===== config.mk =====
export PLATFORM = sky130hd
export DESIGN_NAME = data_mem_controller
export DESIGN_NICKNAME = d
export VERILOG_FILES = /design/src/rtl/data_mem_controller_pkg.sv /design/src/rtl/data_mem_controller_mem_wait_counter.sv /design/src/rtl/data_mem_controller.sv
export SDC_FILE = /design/constraint.sdc
export NUM_CORES = 1
export LEC_CHECK = 0
export BUFFER_PORTS_ARGS = -buffer_cell sky130_fd_sc_hd__buf_2
export CORE_MARGIN = 2
export CORE_UTILIZATION = 35
export DETAILED_ROUTE_END_ITERATION = 6
export MAX_ROUTING_LAYER = met4
export SLEW_MARGIN = 20
export SYNTH_ARGS = -nofsm -noshare
export SYNTH_HDL_FRONTEND = slang
export SYNTH_HIERARCHICAL = 1
export SYNTH_SLANG_ARGS = --single-unit

===== constraint.sdc =====
create_clock -name clk -period 2.9 [get_ports clk]
set_input_delay 0.29 -clock clk [delete_from_list [all_inputs] [get_ports clk]]
set_output_delay 0.29 -clock clk [all_outputs]
set_load 0.005 [all_outputs]

===== src/rtl/data_mem_controller_pkg.sv =====
// Shared definitions for the MEM-stage data-memory controller: FSM encoding and
// default parameter values.
package data_mem_controller_pkg;

   typedef enum logic [1:0] {
      ST_IDLE = 2'd0,
      ST_LOW  = 2'd1,
      ST_HIGH = 2'd2,
      ST_DONE = 2'd3
   } mem_state_e;

   localparam logic [31:0] BASE_ADDR_DEFAULT   = 32'd1024;
   localparam int          ADDR_W_DEFAULT      = 16;
   localparam int          WAIT_CYCLES_DEFAULT = 2;

endpackage


===== src/rtl/data_mem_controller_mem_wait_counter.sv =====
// Wait-state counter for one half-word SRAM phase; flags the phase's last cycle
// and saturates there until cleared.
module mem_wait_counter #(
   parameter int WAIT_CYCLES = 2
) (
   input  logic clk,
   input  logic rst,
   input  logic clear_i,
   input  logic enable_i,
   output logic tc_o
);

   localparam int                CNT_W    = $clog2(WAIT_CYCLES + 1);
   localparam logic [CNT_W-1:0]  TERMINAL = CNT_W'(WAIT_CYCLES - 1);

   logic [CNT_W-1:0] cnt_q, cnt_d;

   assign tc_o = (cnt_q == TERMINAL);

   // NOTE: every variable written in always_comb gets a default first, so no path can infer a latch.
   always_comb begin
      cnt_d = cnt_q;
      if (clear_i) begin
         cnt_d = '0;
      end else if (enable_i && !tc_o) begin
         cnt_d = cnt_q + 1'b1;
      end
   end

   // NOTE: sequential state uses non-blocking assignments only, so all registers update together at the edge.
   always_ff @(posedge clk) begin
      if (rst) begin
         cnt_q <= '0;
      end else begin
         cnt_q <= cnt_d;
      end
   end

endmodule


===== src/rtl/data_mem_controller.sv =====
// Responder for MEM-stage loads/stores: splits each 32-bit access into two wait-stated
// half-word accesses on a 16-bit SRAM and freezes the pipeline until it completes.
module data_mem_controller
   import data_mem_controller_pkg::*;
#(
   parameter logic [31:0] BASE_ADDR   = BASE_ADDR_DEFAULT,
   parameter int          ADDR_W      = ADDR_W_DEFAULT,
   parameter int          WAIT_CYCLES = WAIT_CYCLES_DEFAULT
) (
   input  logic              clk,
   input  logic              rst,
   input  logic              mem_r_en,
   input  logic              mem_w_en,
   input  logic [31:0]       address,
   input  logic [31:0]       wdata,
   output logic [31:0]       rdata,
   output logic              ready,
   output logic              freeze,
   output logic [ADDR_W:0]   sram_addr,
   output logic [15:0]       sram_wdata,
   input  logic [15:0]       sram_rdata,
   output logic              sram_we_n,
   output logic              sram_oe_n
);

   mem_state_e        state_q, state_d;
   logic              op_wr_q, op_wr_d;
   logic [ADDR_W-1:0] word_q, word_d;
   logic [31:0]       wdata_q, wdata_d;
   logic [31:0]       rdata_q, rdata_d;
   logic [ADDR_W:0]   sram_addr_q, sram_addr_d;
   logic [15:0]       sram_wdata_q, sram_wdata_d;
   logic              sram_we_n_q, sram_we_n_d;
   logic              sram_oe_n_q, sram_oe_n_d;

   logic              req;
   logic [31:0]       addr_off;
   logic [ADDR_W-1:0] word_in;
   logic              addr_bits_unused;
   logic              in_phase;
   logic              tc;

   assign req      = mem_r_en | mem_w_en;
   assign addr_off = address - BASE_ADDR;
   assign word_in  = addr_off[ADDR_W+1:2];
   // Byte offset and out-of-range word bits are deliberately dropped (address wraps).
   assign addr_bits_unused = ^{addr_off[31:ADDR_W+2], addr_off[1:0]};

   assign in_phase = (state_q == ST_LOW) || (state_q == ST_HIGH);

   mem_wait_counter #(
      .WAIT_CYCLES (WAIT_CYCLES)
   ) u_wait_counter (
      .clk      (clk),
      .rst      (rst),
      .clear_i  (!in_phase || tc),
      .enable_i (in_phase),
      .tc_o     (tc)
   );

   always_ff @(posedge clk) begin
      if (rst) begin
         state_q      <= ST_IDLE;
         op_wr_q      <= 1'b0;
         word_q       <= '0;
         wdata_q      <= '0;
         rdata_q      <= '0;
         sram_addr_q  <= '0;
         sram_wdata_q <= '0;
         sram_we_n_q  <= 1'b1;
         sram_oe_n_q  <= 1'b1;
      end else begin
         state_q      <= state_d;
         op_wr_q      <= op_wr_d;
         word_q       <= word_d;
         wdata_q      <= wdata_d;
         rdata_q      <= rdata_d;
         sram_addr_q  <= sram_addr_d;
         sram_wdata_q <= sram_wdata_d;
         sram_we_n_q  <= sram_we_n_d;
         sram_oe_n_q  <= sram_oe_n_d;
      end
   end

   always_comb begin
      state_d = state_q;
      unique case (state_q)
         ST_IDLE: if (req) state_d = ST_LOW;
         ST_LOW:  if (tc)  state_d = ST_HIGH;
         ST_HIGH: if (tc)  state_d = ST_DONE;
         ST_DONE: state_d = ST_IDLE;
         default: state_d = ST_IDLE;
      endcase
   end

   // SRAM pins are registered, so they are computed from the state being entered.
   always_comb begin
      op_wr_d      = op_wr_q;
      word_d       = word_q;
      wdata_d      = wdata_q;
      rdata_d      = rdata_q;
      sram_addr_d  = sram_addr_q;
      sram_wdata_d = sram_wdata_q;
      sram_we_n_d  = 1'b1;
      sram_oe_n_d  = 1'b1;
      ready        = (state_q == ST_DONE) || ((state_q == ST_IDLE) && !req);

      if ((state_q == ST_IDLE) && req) begin
         op_wr_d = mem_w_en;
         word_d  = word_in;
         wdata_d = wdata;
      end

      if (!op_wr_q && tc) begin
         if (state_q == ST_LOW)  rdata_d[15:0]  = sram_rdata;
         if (state_q == ST_HIGH) rdata_d[31:16] = sram_rdata;
      end

      if ((state_d == ST_LOW) || (state_d == ST_HIGH)) begin
         sram_addr_d = {word_d, state_d == ST_HIGH};
         if (op_wr_d) begin
            sram_we_n_d  = 1'b0;
            sram_wdata_d = (state_d == ST_HIGH) ? wdata_d[31:16] : wdata_d[15:0];
         end else begin
            sram_oe_n_d = 1'b0;
         end
      end
   end

   assign freeze     = ~ready;
   assign rdata      = rdata_q;
   assign sram_addr  = sram_addr_q;
   assign sram_wdata = sram_wdata_q;
   assign sram_we_n  = sram_we_n_q;
   assign sram_oe_n  = sram_oe_n_q;

endmodule


==> flow_summary.json <==
{
  "synthCells": 480,
  "clockRootBuffer": "clkbuf_16",
  "r2r-start": "state_q[1]",
  "cts_tree": "yes",
  "hp-start": "sram_rdata[3]",
  "setup_violations": 0,
  "cts_made_buffers": 17,
  "hold_class": "in -> reg",
  "setup_tns_ns": 0,
  "ant_nets": 0,
  "start_util_pct": 36.2,
  "utilization_pct": 47.4,
  "hpwl_mm": 7.68,
  "rsz0062_at_grt": "false",
  "critPathMaxFanout": 17,
  "grt_max_degree": 70,
  "synth_nets": 573,
  "clk-insertion-delay-late_ns": 0.41,
  "final_max_slew_viol_count": 0,
  "max_stage_delay_ns": 0.41,
  "yosysSeqAreaShare_pct": 52.1,
  "antenna_found_initial": 0,
  "h-tree-depth": 4,
  "fin_skew_ns": 0.00674,
  "antenna_cells": 0,
  "fp.dieH_um": 119,
  "hold_buffers": 0,
  "die_area_um2": 14100,
  "drive_gt1_share_pct": 29.5,
  "fin_crit_ns": 2.58,
  "post-place-ws_ns": 0.333,
  "cp_num_buf_inv": 2,
  "synth_area_per_cell_um2": 9.60,
  "ys_ff_latch": 120,
  "clockBufferDepth": 2,
  "power.density_nw_per_um2": 768,
  "clkTransAtPathRegs_ns": 0.05,
  "cap_violations": 0,
  "critPathSlowestCell": "dfxtp_1",
  "postCtsSetupRepairBufs": 0,
  "fmax_mhz": 387,
  "cts_resized": 0,
  "overflow": 0,
  "place_inst": 763,
  "dr.first_iter.drc_count": 214,
  "crit_family": "simple AND/OR/NAND/NOR gates",
  "instances_no_fill": 795,
  "cp-startpoint": "state_q[1]",
  "gp_congestion": 0.747,
  "finalCritPeriodShare_pct": 89.0,
  "status": "finished, final reports clean",
  "fin_ws_ns": 0.318,
  "grt_pass1_vias": 3633,
  "max_slew_margin_pct": 52.6,
  "wl_mm": 11.0,
  "cts.sinks": 120,
  "start_kind": "register",
  "track_usage_pct": 16.2,
  "worstMarginPinSlew_ns": 0.710,
  "die_x_um": 119,
  "fin_nets": 703,
  "path_common_cell": "ha_1",
  "path_class": "reg -> reg",
  "final_cell_mix": "buf_2, dfxtp_1, nand2_1, nor2_1, mux2i_1",
  "io_pins": 153,
  "critPathCaptureType": "register",
  "syn_to_final_growth_pct": 30.9,
  "post_drt_wl_per_cell_um": 13.8,
  "peakVddDrop_v": 0.000495,
  "yosysWarnings": 6,
  "routed_via_density": 4.77,
  "arrival_ns": 2.93,
  "power_leakage_nw": 2.72,
  "core_area_um2": 12700,
  "vias": 3794,
  "final_common_cell": "buf_2",
  "crit_required_ns": 3.25,
  "yosysUniqueCellTypes": 42,
  "placementRows": 41,
  "drc": 0,
  "netlist_area_um2": 4610,
  "r2r_slack_ns": 0.32,
  "firstDrtPassIters": 4,
  "final_hold_viol_count": 0,
  "grt_pass1_wl_mm": 17.6,
  "worstPathCellList": "inv_1 -> ha_1 -> nor2b_1 -> o22a_1 -> o21ai_0 -> ha_1 -> or2_2 -> nor2_2 -> buf_4 -> a22o_1",
  "io_buffer_count": 136,
  "fin_total_pwr_mw": 4.64
}
==> power breakdown <==
part / switching [mW] / leakage [nW] / internal (mW)
Sequential: 0.0546 / 0.983 / 1.79
Clock: 0.705 / 0.311 / 1.50
Combinational: 0.324 / 1.43 / 0.269
==> metrics by stage <==
step	cell area (µm²)	hold slack, ns
2_1_floorplan	4610	0.359
3_3_place_gp	5410	0.439
3_5_place_dp	5410	0.447
4_1_cts	6030	0.114
5_1_grt	6030	0.117
6_report	6030	0.131
==> logic make-up (layout without fill, tap and decap cells) <==
logic type | Yosys count | count (layout) | share of synthesized area [%]
fa+ha+maj | 9 | 9 | 2.44
mux | 58 | 58 | 12.6
flops | 120 | 120 | 52.1
simple gates | 170 | 170 | 15.7
buf+inv | 40 | 183 | 4.32
xor+xnor | 3 | 3 | 0.570
compound gates | 80 | 80 | 12.2
==> metal layers <==
metal / global-route usage, % / vias to the layer above / routed length, µm
li1: - / 1890 / -
met1: 19.0 / 1767 / 4920
met2: 25.5 / 124 / 5110
met3: 6.47 / 13 / 795
met4: 5.13 / 0 / 121
met5: - / - / 0
==> synth_stat cells, drive strengths merged <==
master   number  area (µm²)
o31a          2        17.5
a22oi         1        7.51
ha            9         113
and3          1        6.26
o21ai         4        23.8
o22a          2        17.5
inv           8        30.0
or3           2        12.5
buf          13        96.3
and2b         1        7.51
dfxtp       120        2400
clkbuf       19        72.6
nand3         1        5.00
a2111oi       1        15.0
a21oi        35         175
nor2         69         264
o32ai         5        58.8
nor4          2        12.5
nor3b         1        12.5
nor2b         3        26.3
a21o          1        7.51
o21ba         1        10.0
xor2          1        8.76
and2          2        12.5
nand2        74         278
xnor2         2        17.5
o21a          2        15.0
or2           1        6.26
a22o         16         140
nor3          9        50.1
or4b          1        13.8
nand2b        3        18.8
mux2i        58         581
a211oi       10        75.1
==> worst register-to-register path: stages, from the launching register on <==
cell     delay (ns)
dfxtp_1        0.41
inv_1          0.11
ha_1           0.23
nor2b_1        0.14
o22a_1         0.19
o21ai_0        0.22
ha_1           0.28
or2_2          0.39
nor2_2         0.13
buf_4          0.25
a22o_1         0.18
==> state kept, by name (all words and copies together), names as in the netlist <==
name / flops
u_wait_counter/cnt_q: 2
sram_oe_n: 1
wdata_q: 32
word_q: 16
sram_wdata: 16
state_q: 2
sram_addr: 17
sram_we_n: 1
rdata: 32
op_wr_q: 1
==> path summary, 6_finish.rpt <==
| kind | to | depth (start not counted) |
|---|---|---|
| setup / recovery | sram_wdata[13] | 10 |
| hold / removal | rdata[19] | 3 |
| setup reg to reg | sram_wdata[13] | 10 |
| hold reg to reg | rdata[4] | 2 |
==> area by class of cell <==
cell class,count,area [µm²]
clock buffers,23,478
clock inverters,9,145
fillers,1260,6690
inverters,8,30.0
multi-input cells,320,2020
flip-flops and latches,120,2400
well taps,172,215
repair buffers,143,748
No activity file was read; power rests on OpenSTA's default activity.
